<file path="config.mk">
export PLATFORM = sky130hd
export DESIGN_NAME = rom_arbiter_flat
export DESIGN_NICKNAME = d
export VERILOG_FILES = /design/src/rtl/rom_arbiter_if.sv /design/src/rtl/rom_arbiter.sv /design/src/flat_wrapper.sv
export SDC_FILE = /design/constraint.sdc
export NUM_CORES = 1
export LEC_CHECK = 0
export CAP_MARGIN = 20
export CORE_MARGIN = 3
export CORE_UTILIZATION = 50
export CTS_BUF_LIST = sky130_fd_sc_hd__clkbuf_8
export DETAILED_ROUTE_END_ITERATION = 10
export GPL_TIMING_DRIVEN = 0
export HOLD_SLACK_MARGIN = 0.1
export PLACE_DENSITY_LB_ADDON = 0.15
export SYNTH_ARGS = -nofsm -noshare
export SYNTH_HDL_FRONTEND = slang
export SYNTH_SLANG_ARGS = --single-unit
</file>
<file path="constraint.sdc">
create_clock -name clk -period 3.2 [get_ports clk]
set_input_delay 0.96 -clock clk [delete_from_list [all_inputs] [get_ports clk]]
set_output_delay 0.96 -clock clk [all_outputs]
set_load 0.05 [all_outputs]
</file>
<file path="src/rtl/rom_arbiter_if.sv">
// rom_arbiter_if
//   Requester-side bundle for the two-port ROM burst reader.
//   Per requester n (0/1):
//     reqn   level request, held by the client until it sees ackn
//     addrn  burst start address, sampled together with reqn
//     lenn   burst length minus one, sampled together with reqn
//     ackn   one-cycle pulse, the request has been accepted
//     datan  registered read data
//     validn datan carries a burst word this cycle
//     donen  one-cycle pulse on the last valid word of a burst
//   Modports: slave = the arbiter, master = the client side.
interface rom_arbiter_if #(
  parameter int ADDR_WIDTH = 4,
  parameter int DATA_WIDTH = 4,
  parameter int LEN_WIDTH  = 4
);
  logic                  req0;
  logic                  req1;
  logic [ADDR_WIDTH-1:0] addr0;
  logic [ADDR_WIDTH-1:0] addr1;
  logic [LEN_WIDTH-1:0]  len0;
  logic [LEN_WIDTH-1:0]  len1;
  logic                  ack0;
  logic                  ack1;
  logic [DATA_WIDTH-1:0] data0;
  logic [DATA_WIDTH-1:0] data1;
  logic                  valid0;
  logic                  valid1;
  logic                  done0;
  logic                  done1;

  modport slave (
    input  req0, req1, addr0, addr1, len0, len1,
    output ack0, ack1, data0, data1, valid0, valid1, done0, done1
  );

  modport master (
    output req0, req1, addr0, addr1, len0, len1,
    input  ack0, ack1, data0, data1, valid0, valid1, done0, done1
  );
endinterface

</file>
<file path="src/rtl/rom_arbiter.sv">
// rom_arbiter
//   Two-port burst read controller in front of a 16x4 synchronous ROM.
//   Arbitrates round-robin between two requesters, drives the ROM
//   enable/address pins for len+1 consecutive (wrapping) addresses and
//   returns each word to the granted requester with valid, plus a done
//   pulse on the last word.
// Ports:
//   clk, reset   clock, synchronous active-high reset
//   bus          requester bundle (rom_arbiter_if.slave)
//   rom_enable   ROM enable
//   rom_address  ROM address (holds last issued value while idle)
//   rom_data     ROM read data, valid one edge after enable+address
//   dbg_state    current FSM state (0=IDLE, 1=BURST, 2=DRAIN)
//
// Handshake: a client raises reqN with addrN/lenN stable and keeps all
// three unchanged until it observes ackN=1. The arbiter only samples
// requests while IDLE; a request seen during BURST/DRAIN simply waits.
// Words arrive as validN strobes with no backpressure; doneN marks the
// final word of the burst in the same cycle as its validN.
module rom_arbiter #(
  parameter int ADDR_WIDTH = 4,
  parameter int DATA_WIDTH = 4,
  parameter int LEN_WIDTH  = 4
) (
  input  logic                  clk,
  input  logic                  reset,
  rom_arbiter_if.slave          bus,
  output logic                  rom_enable,
  output logic [ADDR_WIDTH-1:0] rom_address,
  input  logic [DATA_WIDTH-1:0] rom_data,
  output logic [1:0]            dbg_state
);

  typedef enum logic [1:0] {
    S_IDLE  = 2'd0,
    S_BURST = 2'd1,
    S_DRAIN = 2'd2
  } state_t;

  state_t                state_q, state_d;
  logic                  ptr_q, ptr_d;        // 1 = requester 1 preferred on a tie
  logic                  owner_q, owner_d;    // requester being served
  logic [ADDR_WIDTH-1:0] cur_addr_q, cur_addr_d;
  logic [LEN_WIDTH-1:0]  count_q, count_d;    // words left after the current one
  logic                  drain_q, drain_d;    // second DRAIN cycle marker
  logic                  rom_enable_q, rom_enable_d;
  logic                  rd_pend_q, rd_pend_d; // ROM output holds a burst word
  logic                  rd_last_q, rd_last_d; // ...and it is the final one
  logic                  ack0_q, ack0_d;
  logic                  ack1_q, ack1_d;
  logic                  valid0_q, valid0_d;
  logic                  valid1_q, valid1_d;
  logic                  done0_q, done0_d;
  logic                  done1_q, done1_d;
  logic [DATA_WIDTH-1:0] data0_q, data0_d;
  logic [DATA_WIDTH-1:0] data1_q, data1_d;

  logic                  grant1;

  always_comb begin
    state_d      = state_q;
    ptr_d        = ptr_q;
    owner_d      = owner_q;
    cur_addr_d   = cur_addr_q;
    count_d      = count_q;
    drain_d      = drain_q;
    rom_enable_d = rom_enable_q;
    ack0_d       = 1'b0;
    ack1_d       = 1'b0;
    valid0_d     = 1'b0;
    valid1_d     = 1'b0;
    done0_d      = 1'b0;
    done1_d      = 1'b0;
    data0_d      = data0_q;
    data1_d      = data1_q;
    grant1       = 1'b0;

    // Read pipeline: an address presented this cycle is captured by the
    // ROM at the coming edge; its data is registered one edge later.
    rd_pend_d = rom_enable_q;
    rd_last_d = (state_q == S_BURST) && (count_q == '0);

    if (rd_pend_q) begin
      if (owner_q) begin
        data1_d  = rom_data;
        valid1_d = 1'b1;
        done1_d  = rd_last_q;
      end else begin
        data0_d  = rom_data;
        valid0_d = 1'b1;
        done0_d  = rd_last_q;
      end
    end

    unique case (state_q)
      S_IDLE: begin
        if (bus.req0 || bus.req1) begin
          // Tie goes to the pointer; a lone request always wins.
          grant1       = (bus.req0 && bus.req1) ? ptr_q : bus.req1;
          owner_d      = grant1;
          ptr_d        = ~grant1;
          ack0_d       = ~grant1;
          ack1_d       = grant1;
          cur_addr_d   = grant1 ? bus.addr1 : bus.addr0;
          count_d      = grant1 ? bus.len1 : bus.len0;
          rom_enable_d = 1'b1;
          state_d      = S_BURST;
        end
      end
      S_BURST: begin
        if (count_q == '0) begin
          // Last word is on the pins now; address is left where it is.
          rom_enable_d = 1'b0;
          drain_d      = 1'b0;
          state_d      = S_DRAIN;
        end else begin
          cur_addr_d = cur_addr_q + 1'b1;  // natural wrap 15 -> 0
          count_d    = count_q - 1'b1;
        end
      end
      S_DRAIN: begin
        drain_d = 1'b1;
        if (drain_q) begin
          state_d = S_IDLE;
        end
      end
      default: begin
        state_d = S_IDLE;
      end
    endcase
  end

  always_ff @(posedge clk) begin
    if (reset) begin
      state_q      <= S_IDLE;
      ptr_q        <= 1'b0;
      owner_q      <= 1'b0;
      cur_addr_q   <= '0;
      count_q      <= '0;
      drain_q      <= 1'b0;
      rom_enable_q <= 1'b0;
      rd_pend_q    <= 1'b0;
      rd_last_q    <= 1'b0;
      ack0_q       <= 1'b0;
      ack1_q       <= 1'b0;
      valid0_q     <= 1'b0;
      valid1_q     <= 1'b0;
      done0_q      <= 1'b0;
      done1_q      <= 1'b0;
      data0_q      <= '0;
      data1_q      <= '0;
    end else begin
      state_q      <= state_d;
      ptr_q        <= ptr_d;
      owner_q      <= owner_d;
      cur_addr_q   <= cur_addr_d;
      count_q      <= count_d;
      drain_q      <= drain_d;
      rom_enable_q <= rom_enable_d;
      rd_pend_q    <= rd_pend_d;
      rd_last_q    <= rd_last_d;
      ack0_q       <= ack0_d;
      ack1_q       <= ack1_d;
      valid0_q     <= valid0_d;
      valid1_q     <= valid1_d;
      done0_q      <= done0_d;
      done1_q      <= done1_d;
      data0_q      <= data0_d;
      data1_q      <= data1_d;
    end
  end

  assign rom_enable  = rom_enable_q;
  assign rom_address = cur_addr_q;
  assign dbg_state   = state_q;

  assign bus.ack0   = ack0_q;
  assign bus.ack1   = ack1_q;
  assign bus.valid0 = valid0_q;
  assign bus.valid1 = valid1_q;
  assign bus.done0  = done0_q;
  assign bus.done1  = done1_q;
  assign bus.data0  = data0_q;
  assign bus.data1  = data1_q;

endmodule
</file>
<file path="src/flat_wrapper.sv">
// flat-port wrapper written by rule: the top's interface ports become plain ports
module rom_arbiter_flat 
#(
  parameter int ADDR_WIDTH = 4,
  parameter int DATA_WIDTH = 4,
  parameter int LEN_WIDTH  = 4
)
  (clk, reset, rom_enable, rom_address, rom_data, dbg_state, bus_req0, bus_req1, bus_addr0, bus_addr1, bus_len0, bus_len1, bus_ack0, bus_ack1, bus_data0, bus_data1, bus_valid0, bus_valid1, bus_done0, bus_done1);
  rom_arbiter_if #(.ADDR_WIDTH(ADDR_WIDTH), .DATA_WIDTH(DATA_WIDTH), .LEN_WIDTH(LEN_WIDTH)) bus_i ();
  input  logic clk;
  input  logic reset;
  output logic rom_enable;
  output logic [ADDR_WIDTH-1:0] rom_address;
  input  logic [DATA_WIDTH-1:0] rom_data;
  output logic [1:0] dbg_state;
  input wire logic [$bits(bus_i.req0)-1:0] bus_req0;
  input wire logic [$bits(bus_i.req1)-1:0] bus_req1;
  input wire logic [$bits(bus_i.addr0)-1:0] bus_addr0;
  input wire logic [$bits(bus_i.addr1)-1:0] bus_addr1;
  input wire logic [$bits(bus_i.len0)-1:0] bus_len0;
  input wire logic [$bits(bus_i.len1)-1:0] bus_len1;
  output wire logic [$bits(bus_i.ack0)-1:0] bus_ack0;
  output wire logic [$bits(bus_i.ack1)-1:0] bus_ack1;
  output wire logic [$bits(bus_i.data0)-1:0] bus_data0;
  output wire logic [$bits(bus_i.data1)-1:0] bus_data1;
  output wire logic [$bits(bus_i.valid0)-1:0] bus_valid0;
  output wire logic [$bits(bus_i.valid1)-1:0] bus_valid1;
  output wire logic [$bits(bus_i.done0)-1:0] bus_done0;
  output wire logic [$bits(bus_i.done1)-1:0] bus_done1;
  assign bus_i.req0 = bus_req0;
  assign bus_i.req1 = bus_req1;
  assign bus_i.addr0 = bus_addr0;
  assign bus_i.addr1 = bus_addr1;
  assign bus_i.len0 = bus_len0;
  assign bus_i.len1 = bus_len1;
  assign bus_ack0 = bus_i.ack0;
  assign bus_ack1 = bus_i.ack1;
  assign bus_data0 = bus_i.data0;
  assign bus_data1 = bus_i.data1;
  assign bus_valid0 = bus_i.valid0;
  assign bus_valid1 = bus_i.valid1;
  assign bus_done0 = bus_i.done0;
  assign bus_done1 = bus_i.done1;
  rom_arbiter #(.ADDR_WIDTH(ADDR_WIDTH), .DATA_WIDTH(DATA_WIDTH), .LEN_WIDTH(LEN_WIDTH)) u_core (.clk(clk), .reset(reset), .bus(bus_i), .rom_enable(rom_enable), .rom_address(rom_address), .rom_data(rom_data), .dbg_state(dbg_state));
endmodule
</file>
# Yosys cells after proc, flatten, opt, wreduce, memory -nomap -nowiden
# Index checks and enable logic that the tools add are counted.
dict set report op_classes {
  mux 19
  eq_ne 6
  div_mod_pow 0
  shifts 0
  add_sub_neg 2
  reduce_logical 18
  order_cmp 0
  multipliers 0
  n_bitwise 5
}
# cell count
set op_table {}
lappend op_table {{2-to-1 mux 4 bit} 6}
lappend op_table {{case mux 4 bit (2 select lines)} 2}
lappend op_table {{AND reduction 3 bit} 3}
lappend op_table {{OR reduction 3 bit} 3}
lappend op_table {{AND reduction 2 bit} 4}
lappend op_table {{2-to-1 mux 2 bit} 3}
lappend op_table {{case mux 2 bit (3 select lines)} 1}
lappend op_table {{2-to-1 mux 1 bit} 5}
lappend op_table {{inverter 1 bit} 5}
lappend op_table {{adder 4 x 1 -> 4 bit, second input constant} 1}
lappend op_table {{logical NOT 4 bit} 1}
lappend op_table {{!= test 2 x 1 -> 1 bit, second input constant} 2}
lappend op_table {{!= test 2 bit, second input constant} 2}
lappend op_table {{case mux 1 bit (2 select lines)} 2}
lappend op_table {{nonzero test 2 bit} 2}
lappend op_table {{subtractor 4 x 1 -> 4 bit, second input constant} 1}
lappend op_table {{equality test 2 x 1 -> 1 bit, second input constant} 1}
lappend op_table {{equality test 2 bit, second input constant} 1}
lappend op_table {{logical AND 1 bit} 2}
lappend op_table {{logical NOT 2 bit} 1}
lappend op_table {{OR reduction 2 bit} 1}
lappend op_table {{logical OR 1 bit} 1}
dict set report word_totals {
  elab_cells 67
  input_bits 24
  latchBits 0
  mem_bits_rw 0
  output_inout_bits 21
  register_bits 30
  romBits 0
  memories 0
}

# Depth between registers and ports, before layout
# Gate-level depths: netlist of the first run.
dict set report logic_depth {
  word_depth 5
  depth_mapped 6
  ltp_nobuf 6
}

# Least setup slack after synthesis of the first run
# Ideal clock, no wire load.
dict set report synth_path {
  path_kind {input to register}
  from {input port bus_req0}
  to {register u_core.cur_addr_q[3] (netlist: u_core.rom_address[3])}
  path_stages 5
  t_required_ns 3.068
  t_arrival_ns 1.681
  path_slack_ns 1.387
  path_cell_list {nand2b_1 > clkbuf_1 > a21boi_0 > o221ai_1 > a21oi_1}
}
dict set report synth_via {
  elab_chain_cells 5
}
# element line
set synth_rtl {}
lappend synth_rtl {{start: declaration} flat_wrapper.sv:16} ;# input wire logic [$bits(bus_i.req0)-1:0] bus_req0;
lappend synth_rtl {{logical AND 1 bit} rom_arbiter.sv:99} ;# grant1 = (bus.req0 && bus.req1) ? ptr_q : bus.req1;
lappend synth_rtl {{2-to-1 mux 1 bit} rom_arbiter.sv:99}
lappend synth_rtl {{2-to-1 mux 4 bit} rom_arbiter.sv:104} ;# cur_addr_d = grant1 ? bus.addr1 : bus.addr0;
lappend synth_rtl {{2-to-1 mux 4 bit} rom_arbiter.sv:97} ;# if (bus.req0 || bus.req1) begin
lappend synth_rtl {{case mux 4 bit (2 select lines)} rom_arbiter.sv:95} ;# unique case (state_q)
lappend synth_rtl {{end signal: assignment} rom_arbiter.sv:156} ;# cur_addr_q <= cur_addr_d;
lappend synth_rtl {{end: declaration} rom_arbiter.sv:43} ;# logic [ADDR_WIDTH-1:0] cur_addr_q, cur_addr_d;
# Several ways; a longest one is shown, not always the timed one. The select of a mux whose other input is x is not followed.
# A chain may end at the register's enable or synchronous reset.

# Final worst setup path of the first run
dict set report layout_path {
  from {register u_core.state_q[1] (netlist: u_core.dbg_state[1])}
  to {output port dbg_state[1]}
}
# element line
set layout_rtl {}
lappend layout_rtl {{start: declaration} rom_arbiter.sv:40} ;# state_t state_q, state_d;
lappend layout_rtl {{start signal: assignment} rom_arbiter.sv:153} ;# state_q <= state_d;
lappend layout_rtl {{end: declaration} flat_wrapper.sv:15} ;# output logic [1:0] dbg_state;
# No word-level cell between the ends.

==> results of run 1 <==
-- registers in the layout, summed over array words and instances (netlist names), 2 cells and up --
signal              count
u_core.rom_address      4
u_core.bus.data0        4
u_core.bus.data1        4
u_core.count_q          4
u_core.dbg_state        2
-- Yosys cell counts --
cell / n / share of area [%]
sky130_fd_sc_hd__dfxtp_1: 30 / 44
sky130_fd_sc_hd__a21oi_1: 22 / 8.1
sky130_fd_sc_hd__nand2_1: 21 / 5.8
sky130_fd_sc_hd__nor2_1: 10 / 2.8
sky130_fd_sc_hd__clkbuf_1: 7 / 1.9
sky130_fd_sc_hd__nand3_1: 6 / 2.2
sky130_fd_sc_hd__a21boi_0: 5 / 2.8
sky130_fd_sc_hd__and3_1: 5 / 2.3
sky130_fd_sc_hd__nor2b_1: 4 / 1.8
sky130_fd_sc_hd__o21ai_0: 4 / 1.5
sky130_fd_sc_hd__a31o_1: 3 / 1.9
sky130_fd_sc_hd__inv_1: 3 / 0.83
sky130_fd_sc_hd__nor3b_1: 3 / 1.7
sky130_fd_sc_hd__nor4_1: 3 / 1.4
sky130_fd_sc_hd__a31oi_1: 2 / 0.92
sky130_fd_sc_hd__ha_1: 2 / 1.8
sky130_fd_sc_hd__nand2b_1: 2 / 0.92
sky130_fd_sc_hd__nand3b_1: 2 / 1.1
sky130_fd_sc_hd__nor3_1: 2 / 0.73
sky130_fd_sc_hd__o211ai_1: 2 / 1.1
sky130_fd_sc_hd__or3_1: 2 / 0.92
sky130_fd_sc_hd__a211oi_1: 1 / 0.55
sky130_fd_sc_hd__a311oi_1: 1 / 0.64
sky130_fd_sc_hd__and3b_1: 1 / 0.64
sky130_fd_sc_hd__and4b_1: 1 / 0.73
sky130_fd_sc_hd__buf_4: 1 / 0.55
sky130_fd_sc_hd__buf_6: 1 / 0.83
sky130_fd_sc_hd__mux2i_1: 1 / 0.73
sky130_fd_sc_hd__nand2b_4: 1 / 1.0
sky130_fd_sc_hd__nor3b_4: 1 / 1.4
sky130_fd_sc_hd__o221ai_1: 1 / 0.64
sky130_fd_sc_hd__o22a_4: 1 / 1.3
sky130_fd_sc_hd__o22ai_1: 1 / 0.46
sky130_fd_sc_hd__o22ai_2: 1 / 0.92
sky130_fd_sc_hd__o32ai_1: 1 / 0.64
sky130_fd_sc_hd__o41ai_2: 1 / 1.2
sky130_fd_sc_hd__or2_4: 1 / 0.64
sky130_fd_sc_hd__xnor2_1: 1 / 0.64
-- per-stage QoR --
step	setup slack [ns]	hold slack [ns]	power (mW)
2_1_floorplan	1.39	0.433	0.889
3_3_place_gp	0.687	0.444	1.04
3_5_place_dp	0.555	0.448	1.06
4_1_cts	0.606	0.456	1.34
5_1_grt	0.559	0.479	1.42
6_report	0.607	0.453	1.34
-- cells by family after synthesis --
| group | count (synthesis) |
|---|---|
| xor+xnor | 1 |
| flops | 30 |
| compound gates | 46 |
| mux | 1 |
| simple gates | 65 |
| buf+inv | 12 |
| fa+ha+maj | 2 |
-- report_power, final --
part           total, mW  leakage, nW  switching (mW)  internal (mW)
Clock              0.279       0.0438           0.134          0.145
Combinational      0.571        0.424           0.340          0.231
Sequential         0.490        0.246          0.0561          0.434
Total               1.34        0.713           0.530          0.811
-- cell type report --
| cell class | instances | area [um^2] | area share (%) |
|---|---|---|---|
| inverter | 3 | 11.3 | 0.587 |
| timing repair buffer | 44 | 440 | 22.9 |
| multi-input combinational | 115 | 706 | 36.8 |
| clock inverter | 2 | 10.0 | 0.522 |
| buffer | 9 | 45.0 | 2.35 |
| clock buffer | 5 | 68.8 | 3.59 |
| sequential | 30 | 601 | 31.3 |
| tap | 30 | 37.5 | 1.96 |
-- tightest hold or removal path: cells and delay by family (launching register included) --
kind / cells / cell delay (ns)
AND/OR/NAND/NOR: 1 / 0.05
AO/OA/AOI/OAI: 1 / 0.05
flip-flops: 1 / 0.30
-- per-layer routing --
metal / track usage, % / routed length (um) / share of wire (%)
met1: 30.8 / 1570 / 45
met5: 0 / 0 / 0
met3: 7.13 / 181 / 5.2
met4: 7.28 / 47 / 1.4
met2: 35.8 / 1680 / 48
-- path summary, 6_finish.rpt --
path | from | slack [ns] | cells past startpoint | to
max | u_core.dbg_state[1]$_SDFFE_PP0P_ | 0.61 | 1 | dbg_state[1]
min | u_core.bus.data1[0]$_SDFFE_PP0P_ | 0.45 | 2 | u_core.bus.data1[0]$_SDFFE_PP0P_
max reg2reg | u_core.ptr_q$_SDFFE_PP0P_ | 1.58 | 5 | u_core.rom_address[2]$_SDFFE_PP0P_
min reg2reg | u_core.bus.data1[0]$_SDFFE_PP0P_ | 0.45 | 2 | u_core.bus.data1[0]$_SDFFE_PP0P_
==> impl_summary.txt, run 1 <==
----------------------------------------------------
[Setup path]
  Critical-path top delay cell ... sky130_fd_sc_hd__clkdlybuf4s50_1
  Arrival time of the worst setup path ... 1.63 ns
  Critical path required time ... 2.24 ns
  Slowest cell delay on critical path ... between 0.8 and 0.9 ns
  Worst-path maximum fanout ... 9
  Sequence of cells on the critical path ... clkdlybuf4s50_1
  Cell class contributing the biggest share of worst-path delay ... buffers and inverters
  Endpoint type of the worst setup path ... output port
  Kind of critical path ... register to output port
  Launching element type of the critical path ... register
  Critical path buffers and inverters ... 1

[Yosys]
  XOR/XNOR Fraction of Synth Area ... 0.643%
  Post-Syn Area ... 0.00136 mm^2
  Number of nets produced by synthesis ... ~180
  Post-Synthesis Cells ... 157
  Area share of fa/ha/maj cells after synthesis ... 1.84%
  Simple-gate share of the synthesized area ... between 20% and 30%
  Mean instance size in the synthesized netlist ... 8.68 um^2
  Main combinational cell family by area after synthesis ... simple AND/OR/NAND/NOR gates
  Number of unique standard cell types used by synthesis ... 38
  Share of synthesized area spent on multiplexers ... 0.735%
  Post-synthesis sequential area ratio ... 44.1%
  Compound-cell area share of the yosys netlist ... 22.6%
  Synth warn ... 0
  Synthesized flop and latch total ... 30

[Global routing]
  Antenna violations before repair ... 0
  First-pass GRT wire length ... 5880 um
  Via count of the first global-routing pass ... 1238
  Total GRT Usage ... 23.1%
  Total grt overflow ... 0
  Pin count of the biggest net entering global routing ... 11

[Finish]
  Post-Layout Cell Count ... 238
  Leading cell types in the layout, fill and taps excluded ... 44 x sky130_fd_sc_hd__clkdlybuf4s50_1, 30 x sky130_fd_sc_hd__dfxtp_1, 22 x sky130_fd_sc_hd__a21oi_1, 21 x sky130_fd_sc_hd__nand2_1, 10 x sky130_fd_sc_hd__nor2_1
  Share of cells above drive strength 1 ... 7.21%
  Layout Utilization ... 75.4%
  Antenna diode instance count ... 0
  Number of fill cells ... between 200 and 250
  Signed area change from the synthesized netlist to the final layout ... 40.9%
  Nets ... ~230
  Final standard cell area without fillers ... 0.00192 mm^2
  Most common cell after layout, fill and taps aside ... sky130_fd_sc_hd__clkdlybuf4s50_1

[Status]
  Outcome ... finished clean

[Placed design]
  Post-placement cell count ... 231
  Detailed placer's ending HPWL ... 2580 um
  Input/output buffers ... 44
  Area after DPL ... ~0.0018 mm^2
  Gpl congestion ... between 0.9 and 1

[Routing]
  Final antenna-violating net count ... 0
  Total vias in the final route ... about 1300
  Routed WL ... 3480 um
  Violation count after the first detailed-routing iteration ... 70
  Vias/cell ... 5.58
  Wire per inst ... 14.6 um
  DRT Pass-1 Iters ... 4
  DRC violation count after routing ... 0

[Clocking]
  TritonCTS clock tree ... built
  Insertion delay to the later sink of the worst-skew pair ... 0.28 ns
  Number of buffers added by the clock tree synthesis step ... 5
  Total number of H-tree levels ... 2
  Post-CTS repair timing setup buffer count ... 0
  CTS root buf ... sky130_fd_sc_hd__clkbuf_8
  Max Buffers Root-to-Sink ... 2
  CTS Sinks ... 30
  Cells resized by post-CTS repair ... 0
  Number of buffers inserted for hold repair after clock tree synthesis ... 0
  Register clock-pin slew on the reported worst setup and hold paths ... 0.06 ns

[STA]
  Final cycle utilization of the critical path ... about four fifths
  Post-route minimum period ... 2.59 ns
  Final number of max-transition violations ... 0
  Max Freq ... 386 MHz
  Final setup vio count ... 0
  Max-slew headroom at the worst pin ... 65.9%
  Post-route clock skew ... approximately 0.0027 ns
  Actual transition at the worst max-transition pin ... about 0.5 ns
  Aggregate negative setup slack ... 0 ns
  Final hold violations ... 0
  Unrepaired setup endpoints after global routing ... no

[Power]
  IR drop worst, VDD ... 0.548 mV
  Power Density ... 698 mW/mm^2
  Leakage power ... 0.713 nW

[Die]
  Ports ... 45
  Area of the placeable core ... 0.00254 mm^2
  Initial Utilization ... between 50% and 60%
  Area enclosed by the die boundary ... 0.00339 mm^2
  Height of the chip ... just under 60 um
  Die X-Extent ... about 58 um
  Std-Cell Rows ... 18

[Hold path]
  Path type of the worst min-delay path ... register to register

[Job]
  Max-cap violation count ... 0

----------------------------------------------------
(Power assumes the default switching activity.)
==> run 2: changes to the inputs <==
Settings changed: CORE_UTILIZATION 50 to 42.
Clock period 3.2 ns to 2.3 ns, I/O delays scaled along.
==> run 2 against run 1 <==
Die area up 17%. First-iteration DRC count down 23%. Non-clock buffer count unchanged. Register-to-register slack worse by 0.87 ns. Global-route usage down 5.2 points. Critical endpoint is now rom_address[0].
==> impl_summary.txt, run 2 (same netlist as run 1, synthesis figures left out) <==
----------------------------------------------------
[Finish]
  Nets ... 234 (unchanged)
  Most common cell after layout, fill and taps aside ... sky130_fd_sc_hd__clkdlybuf4s50_1
  Final standard cell area without fillers ... 0.00195 mm^2 (+1.6%)
  Antenna diode instance count ... 0 (unchanged)
  Leading cell types in the layout, fill and taps excluded ... 42 x sky130_fd_sc_hd__clkdlybuf4s50_1, 30 x sky130_fd_sc_hd__dfxtp_1, 22 x sky130_fd_sc_hd__a21oi_1, 21 x sky130_fd_sc_hd__nand2_1, 10 x sky130_fd_sc_hd__nor2_1
  Signed area change from the synthesized netlist to the final layout ... 43.2%
  Share of cells above drive strength 1 ... 7.18% (-0.035 points)
  Layout Utilization ... 63.4% (-12 points)

[Die]
  Die X-Extent ... 63.0 um (+8.2%)
  Initial Utilization ... 44.3% (-9.3 points)
  Area enclosed by the die boundary ... 0.00396 mm^2 (+17%)
  Area of the placeable core ... 0.00308 mm^2 (+21%)
  Height of the chip ... 63.0 um (+8.2%)
  Ports ... 45 (unchanged)
  Std-Cell Rows ... 20 (+2)

[Placed design]
  Gpl congestion ... 0.834 (-8.7%)
  Area after DPL ... 0.00186 mm^2 (+0.95%)
  Input/output buffers ... 44 (unchanged)
  Detailed placer's ending HPWL ... 2460 um (-4.5%)

[Setup path]
  Cell class contributing the biggest share of worst-path delay ... buffers and inverters
  Launching element type of the critical path ... register
  Critical path buffers and inverters ... 1 (unchanged)
  Slowest cell delay on critical path ... 0.83 ns (-0.03 ns)
  Arrival time of the worst setup path ... 1.53 ns (-0.10 ns)
  Timing startpoint of the critical path ... u_core.rom_address[0]$_SDFFE_PP0P_
  Sequence of cells on the critical path ... clkdlybuf4s50_1
  Reg-to-reg critical path startpoint ... u_core.count_q[0]$_SDFFE_PP0P_
  Endpoint type of the worst setup path ... output port
  Critical-path top delay cell ... sky130_fd_sc_hd__clkdlybuf4s50_1
  Kind of critical path ... register to output port
  Critical path required time ... 1.61 ns (-0.63 ns)
  Worst-path maximum fanout ... 5 (-4)

[Routing]
  Total vias in the final route ... 1309 (-1.4%)
  DRT Pass-1 Iters ... 4 (unchanged)
  Routed WL ... 3350 um (-3.7%)
  Violation count after the first detailed-routing iteration ... 54 (-23%)
  Wire per inst ... 13.2 um (-9.4%)
  Final antenna-violating net count ... 0 (unchanged)
  Vias/cell ... 5.17 (-7.3%)
  DRC violation count after routing ... 0 (unchanged)

[Global routing]
  First-pass GRT wire length ... 5580 um (-5.0%)
  Total grt overflow ... 0 (unchanged)
  Via count of the first global-routing pass ... 1271 (+2.7%)
  Pin count of the biggest net entering global routing ... 11 (unchanged)
  Total GRT Usage ... 18.0% (-5.2 points)
  Antenna violations before repair ... 0 (unchanged)

[Hold path]
  Startpoint of the worst hold path ... u_core.rd_last_q$_SDFF_PP0_
  Path type of the worst min-delay path ... register to register

[STA]
  Final setup vio count ... 0 (unchanged)
  Post-route clock skew ... 0.00247 ns (-0.000205 ns)
  Post-route minimum period ... 2.22 ns
  Final number of max-transition violations ... 0 (unchanged)
  Unrepaired setup endpoints after global routing ... no
  Final hold violations ... 0 (unchanged)
  Final cycle utilization of the critical path ... between 90% and 100%
  Actual transition at the worst max-transition pin ... 0.586 ns (+0.0792 ns)
  Max Freq ... 451 MHz
  Max-slew headroom at the worst pin ... 60.9% (-4.9 points)

[Clocking]
  Post-CTS repair timing setup buffer count ... 0 (unchanged)
  Register clock-pin slew on the reported worst setup and hold paths ... 0.06 ns (about the same)
  Total number of H-tree levels ... 2 (unchanged)
  Max Buffers Root-to-Sink ... 2 (unchanged)
  Number of buffers added by the clock tree synthesis step ... 5 (unchanged)
  TritonCTS clock tree ... built
  CTS Sinks ... 30 (unchanged)
  CTS root buf ... sky130_fd_sc_hd__clkbuf_8
  Insertion delay to the later sink of the worst-skew pair ... 0.28 ns (about the same)

[Power]
  Power Density ... 969 mW/mm^2 (+39%)
  Leakage power ... 0.739 nW (+3.7%)
  IR drop worst, VDD ... 0.491 mV (-10%)

[Job]
  Max-cap violation count ... 0 (unchanged)

[Status]
  Outcome ... finished clean

----------------------------------------------------
[run 2: cell types whose count changed in the layout (fill, tap and decap cells not counted)]
cell                              before  now
sky130_fd_sc_hd__clkdlybuf4s50_1      44   42
sky130_fd_sc_hd__dlygate4sd2_1         0    1
sky130_fd_sc_hd__dlymetal6s2s_1        0    1
sky130_fd_sc_hd__inv_1                 3    4
sky130_fd_sc_hd__clkbuf_8              5    6
sky130_fd_sc_hd__clkinv_2              2    1
[run 2: final cells by class]
class | instances | area [um^2]
well taps | 44 | 55.1
fillers | 279 | 1130
flip-flops and latches | 30 | 601
inverters | 3 | 11.3
repair buffers | 44 | 442
clock inverters | 2 | 8.76
multi-input cells | 115 | 706
plain buffers | 9 | 45.0
clock buffers | 6 | 82.6
[run 2: stage by stage]
step	power (mW)	hold WS [ns]	instances	setup TNS, ns	setup slack (ns)
after floorplan	1.24	0.433	157	0	0.711
after global placement	1.46	0.442	245	-0.00713	-0.00713
after detailed placement	1.47	0.446	245	-0.0766	-0.0766
after CTS	1.90	0.455	253	0	0.0222
after global routing	2.00	0.477	253	0	0.0329
final	1.89	0.452	253	0	0.0807
[run 2: metal layers]
metal / routed length (um) / track usage (%)
met1: 1390 / 19.4
met2: 1660 / 31.9
met3: 240 / 5.40
met4: 62 / 7.99
met5: 0 / 0
[run 2: where the power goes]
part	leakage [nW]	internal [mW]	switching, mW	total, mW
registers	0.246	0.604	0.0777	0.682
logic	0.441	0.319	0.461	0.780
clock network	0.0524	0.236	0.191	0.428
[run 2: worst paths after layout]
kind | to | slack, ns | cells past startpoint
min reg2reg | u_core.bus.done0$_SDFF_PP0_ | 0.45 | 2
max reg2reg | u_core.rom_address[0]$_SDFFE_PP0P_ | 0.71 | 6
max | rom_address[0] | 0.08 | 1
min | u_core.bus.done0$_SDFF_PP0_ | 0.45 | 2
[run 2: timing repair]
item	4_1_cts	5_1_grt
setup endpoints to repair	1	1
resized for setup	1	1
hold buffers	0	0
==> run 3: changes to the inputs <==
Settings changed: ABC_AREA from default to 1.
Clock period 2.3 ns to 2 ns, I/O delays scaled along.
==> run 3 against run 2 <==
Worst setup slack worse by 0.062 ns. Wire length shrank 13%. Utilization rose by 2.3 points. Clock skew rose by 0.0025 ns. Global-route usage down 2.1 points. Sequential share of layout area rose by 0.75 points. Power increased by 19%. Final cell count increased by 10%. Synthesized cell count is 18% higher.
==> impl_summary.txt, run 3 <==
----------------------------------------------------
[Global routing]
  Antenna violations before repair ... 0 (unchanged)
  Total GRT Usage ... 15.8% (-2.1 points)
  Pin count of the biggest net entering global routing ... 11 (unchanged)
  Total grt overflow ... 0 (unchanged)
  Via count of the first global-routing pass ... 1168 (-8.1%)
  First-pass GRT wire length ... 4950 um (-11%)

[Status]
  Outcome ... finished clean

[Setup path]
  Timing startpoint of the critical path ... u_core.bus.ack1$_SDFF_PP0_
  Cell class contributing the biggest share of worst-path delay ... buffers and inverters
  Critical path required time ... 1.40 ns (-0.21 ns)
  Launching element type of the critical path ... register
  Reg-to-reg critical path startpoint ... u_core.count_q[0]$_SDFFE_PP0P_
  Arrival time of the worst setup path ... 1.38 ns (-0.15 ns)
  Critical-path top delay cell ... sky130_fd_sc_hd__clkdlybuf4s50_1
  Worst-path maximum fanout ... 1 (-4)
  Sequence of cells on the critical path ... clkdlybuf4s50_1
  Endpoint type of the worst setup path ... output port
  Slowest cell delay on critical path ... 0.79 ns (-0.04 ns)
  Kind of critical path ... register to output port
  Critical path buffers and inverters ... 1 (unchanged)

[STA]
  Max Freq ... a little over 500 MHz
  Actual transition at the worst max-transition pin ... 0.506 ns (-0.0804 ns)
  Final number of max-transition violations ... 0 (unchanged)
  Max-slew headroom at the worst pin ... 66.2% (+5.3 points)
  PnR worst setup slack ... 0.0184 ns (-0.0623 ns)
  Unrepaired setup endpoints after global routing ... no
  Aggregate negative setup slack ... 0 ns (unchanged)
  Post-route minimum period ... 1.98 ns
  Final cycle utilization of the critical path ... 99.1%
  Final setup vio count ... 0 (unchanged)
  Final hold violations ... 0 (unchanged)
  Post-route clock skew ... 0.00501 ns (+0.00254 ns)

[Clocking]
  Register clock-pin slew on the reported worst setup and hold paths ... 0.06 ns (about the same)
  CTS root buf ... sky130_fd_sc_hd__clkbuf_8
  Total number of H-tree levels ... 2 (unchanged)
  CTS Sinks ... 30 (unchanged)
  Insertion delay to the later sink of the worst-skew pair ... 0.28 ns (about the same)
  Number of buffers added by the clock tree synthesis step ... 5 (unchanged)
  TritonCTS clock tree ... built
  Max Buffers Root-to-Sink ... 2 (unchanged)
  Post-CTS repair timing setup buffer count ... 0 (unchanged)

[Yosys]
  Synth warn ... 0 (unchanged)
  Synthesized flop and latch total ... 30 (unchanged)
  Number of flops mapped to enable cells by yosys ... 0 (unchanged)
  Most numerous cell in the Yosys netlist ... sky130_fd_sc_hd__nor2_1
  Share of Yosys cell area claimed by the top area cell type ... 45.0% (+0.95 points)
  Number of unique standard cell types used by synthesis ... 26 (-32%)
  Number of nets produced by synthesis ... 211 (+15%)
  Most used flip-flop cell after synthesis ... sky130_fd_sc_hd__dfxtp_1
  Most numerous cell types in the synthesized netlist ... 36 x sky130_fd_sc_hd__nor2_1, 30 x sky130_fd_sc_hd__dfxtp_1, 27 x sky130_fd_sc_hd__nand2_1
  Share of synthesized flip-flops with an asynchronous set or reset ... 0% (unchanged)
  Post-synthesis sequential area ratio ... 45.0% (+0.95 points)
  Mean instance size in the synthesized netlist ... 7.21 um^2 (-17%)
  Post-Synthesis Cells ... 185 (+18%)
  Area contributors post-synth ... sky130_fd_sc_hd__dfxtp_1 45%, sky130_fd_sc_hd__nor2_1 10%, sky130_fd_sc_hd__nand2_1 7.6%, sky130_fd_sc_hd__inv_1 6.5%, sky130_fd_sc_hd__nand3_1 5.6%
  Post-Syn Area ... 0.00133 mm^2 (-2.1%)
  Library cell occupying the most area in the post-synthesis netlist ... sky130_fd_sc_hd__dfxtp_1

[Die]
  Initial Utilization ... 46.0% (+1.7 points)
  Std-Cell Rows ... 19 (-5.0%)
  Height of the chip ... 62.4 um (-0.95%)
  Ports ... 45 (unchanged)
  Area enclosed by the die boundary ... 0.00389 mm^2 (-1.9%)
  Die X-Extent ... 62.4 um (-0.95%)
  Area of the placeable core ... 0.00290 mm^2 (-5.8%)

[Routing]
  Wire per inst ... 10.5 um (-21%)
  Routed WL ... 2930 um (-13%)
  Vias/cell ... 4.65 (-10%)
  Violation count after the first detailed-routing iteration ... 30 (-44%)
  DRT Pass-1 Iters ... 4 (unchanged)
  DRC violation count after routing ... 0 (unchanged)
  Final antenna-violating net count ... 0 (unchanged)
  Total vias in the final route ... 1297 (-0.92%)

[Finish]
  Nets ... 262 (+12%)
  Signed area change from the synthesized netlist to the final layout ... 42.8%
  Antenna diode instance count ... 0 (unchanged)
  Share of cells above drive strength 1 ... 8.02% (+0.84 points)
  Leading cell types in the layout, fill and taps excluded ... 36 x sky130_fd_sc_hd__nor2_1, 30 x sky130_fd_sc_hd__dfxtp_1, 27 x sky130_fd_sc_hd__nand2_1, 27 x sky130_fd_sc_hd__clkdlybuf4s50_1, 24 x sky130_fd_sc_hd__inv_1
  Most common cell after layout, fill and taps aside ... sky130_fd_sc_hd__nor2_1

[Power]
  IR drop worst, VDD ... 0.710 mV (+45%)
  Power Density ... 1180 mW/mm^2 (+22%)
  Leakage power ... 0.926 nW (+25%)
  Total design power ... 2.25 mW (+19%)

[Hold path]
  Path type of the worst min-delay path ... register to register
  Startpoint of the worst hold path ... u_core.rom_enable$_SDFFE_PP0P_

[Job]
  Max-cap violation count ... 0 (unchanged)

[Placed design]
  Input/output buffers ... 44 (unchanged)
  Gpl congestion ... 0.805 (-3.5%)
  Detailed placer's ending HPWL ... 2270 um (-7.9%)
  Pre-CTS setup slack ... 0.0723 ns (+0.149 ns)

----------------------------------------------------
run 3: cell type report:
cell class	instances	area (um^2)
Clock inverter	2	8.76
Fill cell	265	996
Clock buffer	6	82.6
Sequential cell	30	601
Tap cell	42	52.6
Multi-Input combinational cell	124	609
Buffer	5	25.0
Inverter	26	98.8
Timing Repair Buffer	44	427
run 3: path summary, 6_finish.rpt:
path	endpoint	slack, ns	cells after the start
min	u_core.rd_pend_q$_SDFF_PP0_	0.44	2
max	bus_ack1	0.02	1
max reg2reg	u_core.rom_address[2]$_SDFFE_PP0P_	0.56	7
min reg2reg	u_core.rd_pend_q$_SDFF_PP0_	0.44	2
run 3: layer usage:
layer	vias up	share of wire, %	GRT usage [%]
met3	5	6.6	5.41
met4	0	1.8	7.99
li1	691	-	-
met5	-	0	0
met1	561	45	17.8
met2	40	46	26.5
run 3: cell families (layout without fill, tap and decap cells):
group,Yosys count,in the layout,synth area share (%)
xor gates and xnor gates,1,1,0.657
buffers and inverters,31,83,9.29
and+or+nand+nor,90,90,29.4
adders and majority gates,2,2,1.88
AOI/OAI and AO/OA,31,31,13.8
DFF,30,30,45.0
run 3: power breakdown:
| group | internal, mW | total, mW | switching [mW] |
|---|---|---|---|
| sequential | 0.715 | 0.795 | 0.0806 |
| combinational | 0.329 | 0.968 | 0.640 |
| clock | 0.272 | 0.488 | 0.217 |
| total | 1.32 | 2.25 | 0.937 |
run 3: stage by stage:
step                      hold WS (ns)  util, %  instances  instance area (um^2)
after global routing             0.465     65.7        279                  1900
after floorplan                  0.422        -        185                  1330
final                            0.438     65.7        279                  1900
after detailed placement         0.432     63.0        271                  1830
after global placement           0.424     63.0        271                  1830
after CTS                        0.441     65.5        279                  1900
run 3: timing repair:
action / 4_1_cts / 5_1_grt
gates resized for setup: 15 / 2
hold buffers: 0 / 0
endpoints found under the setup margin: 15 / 2
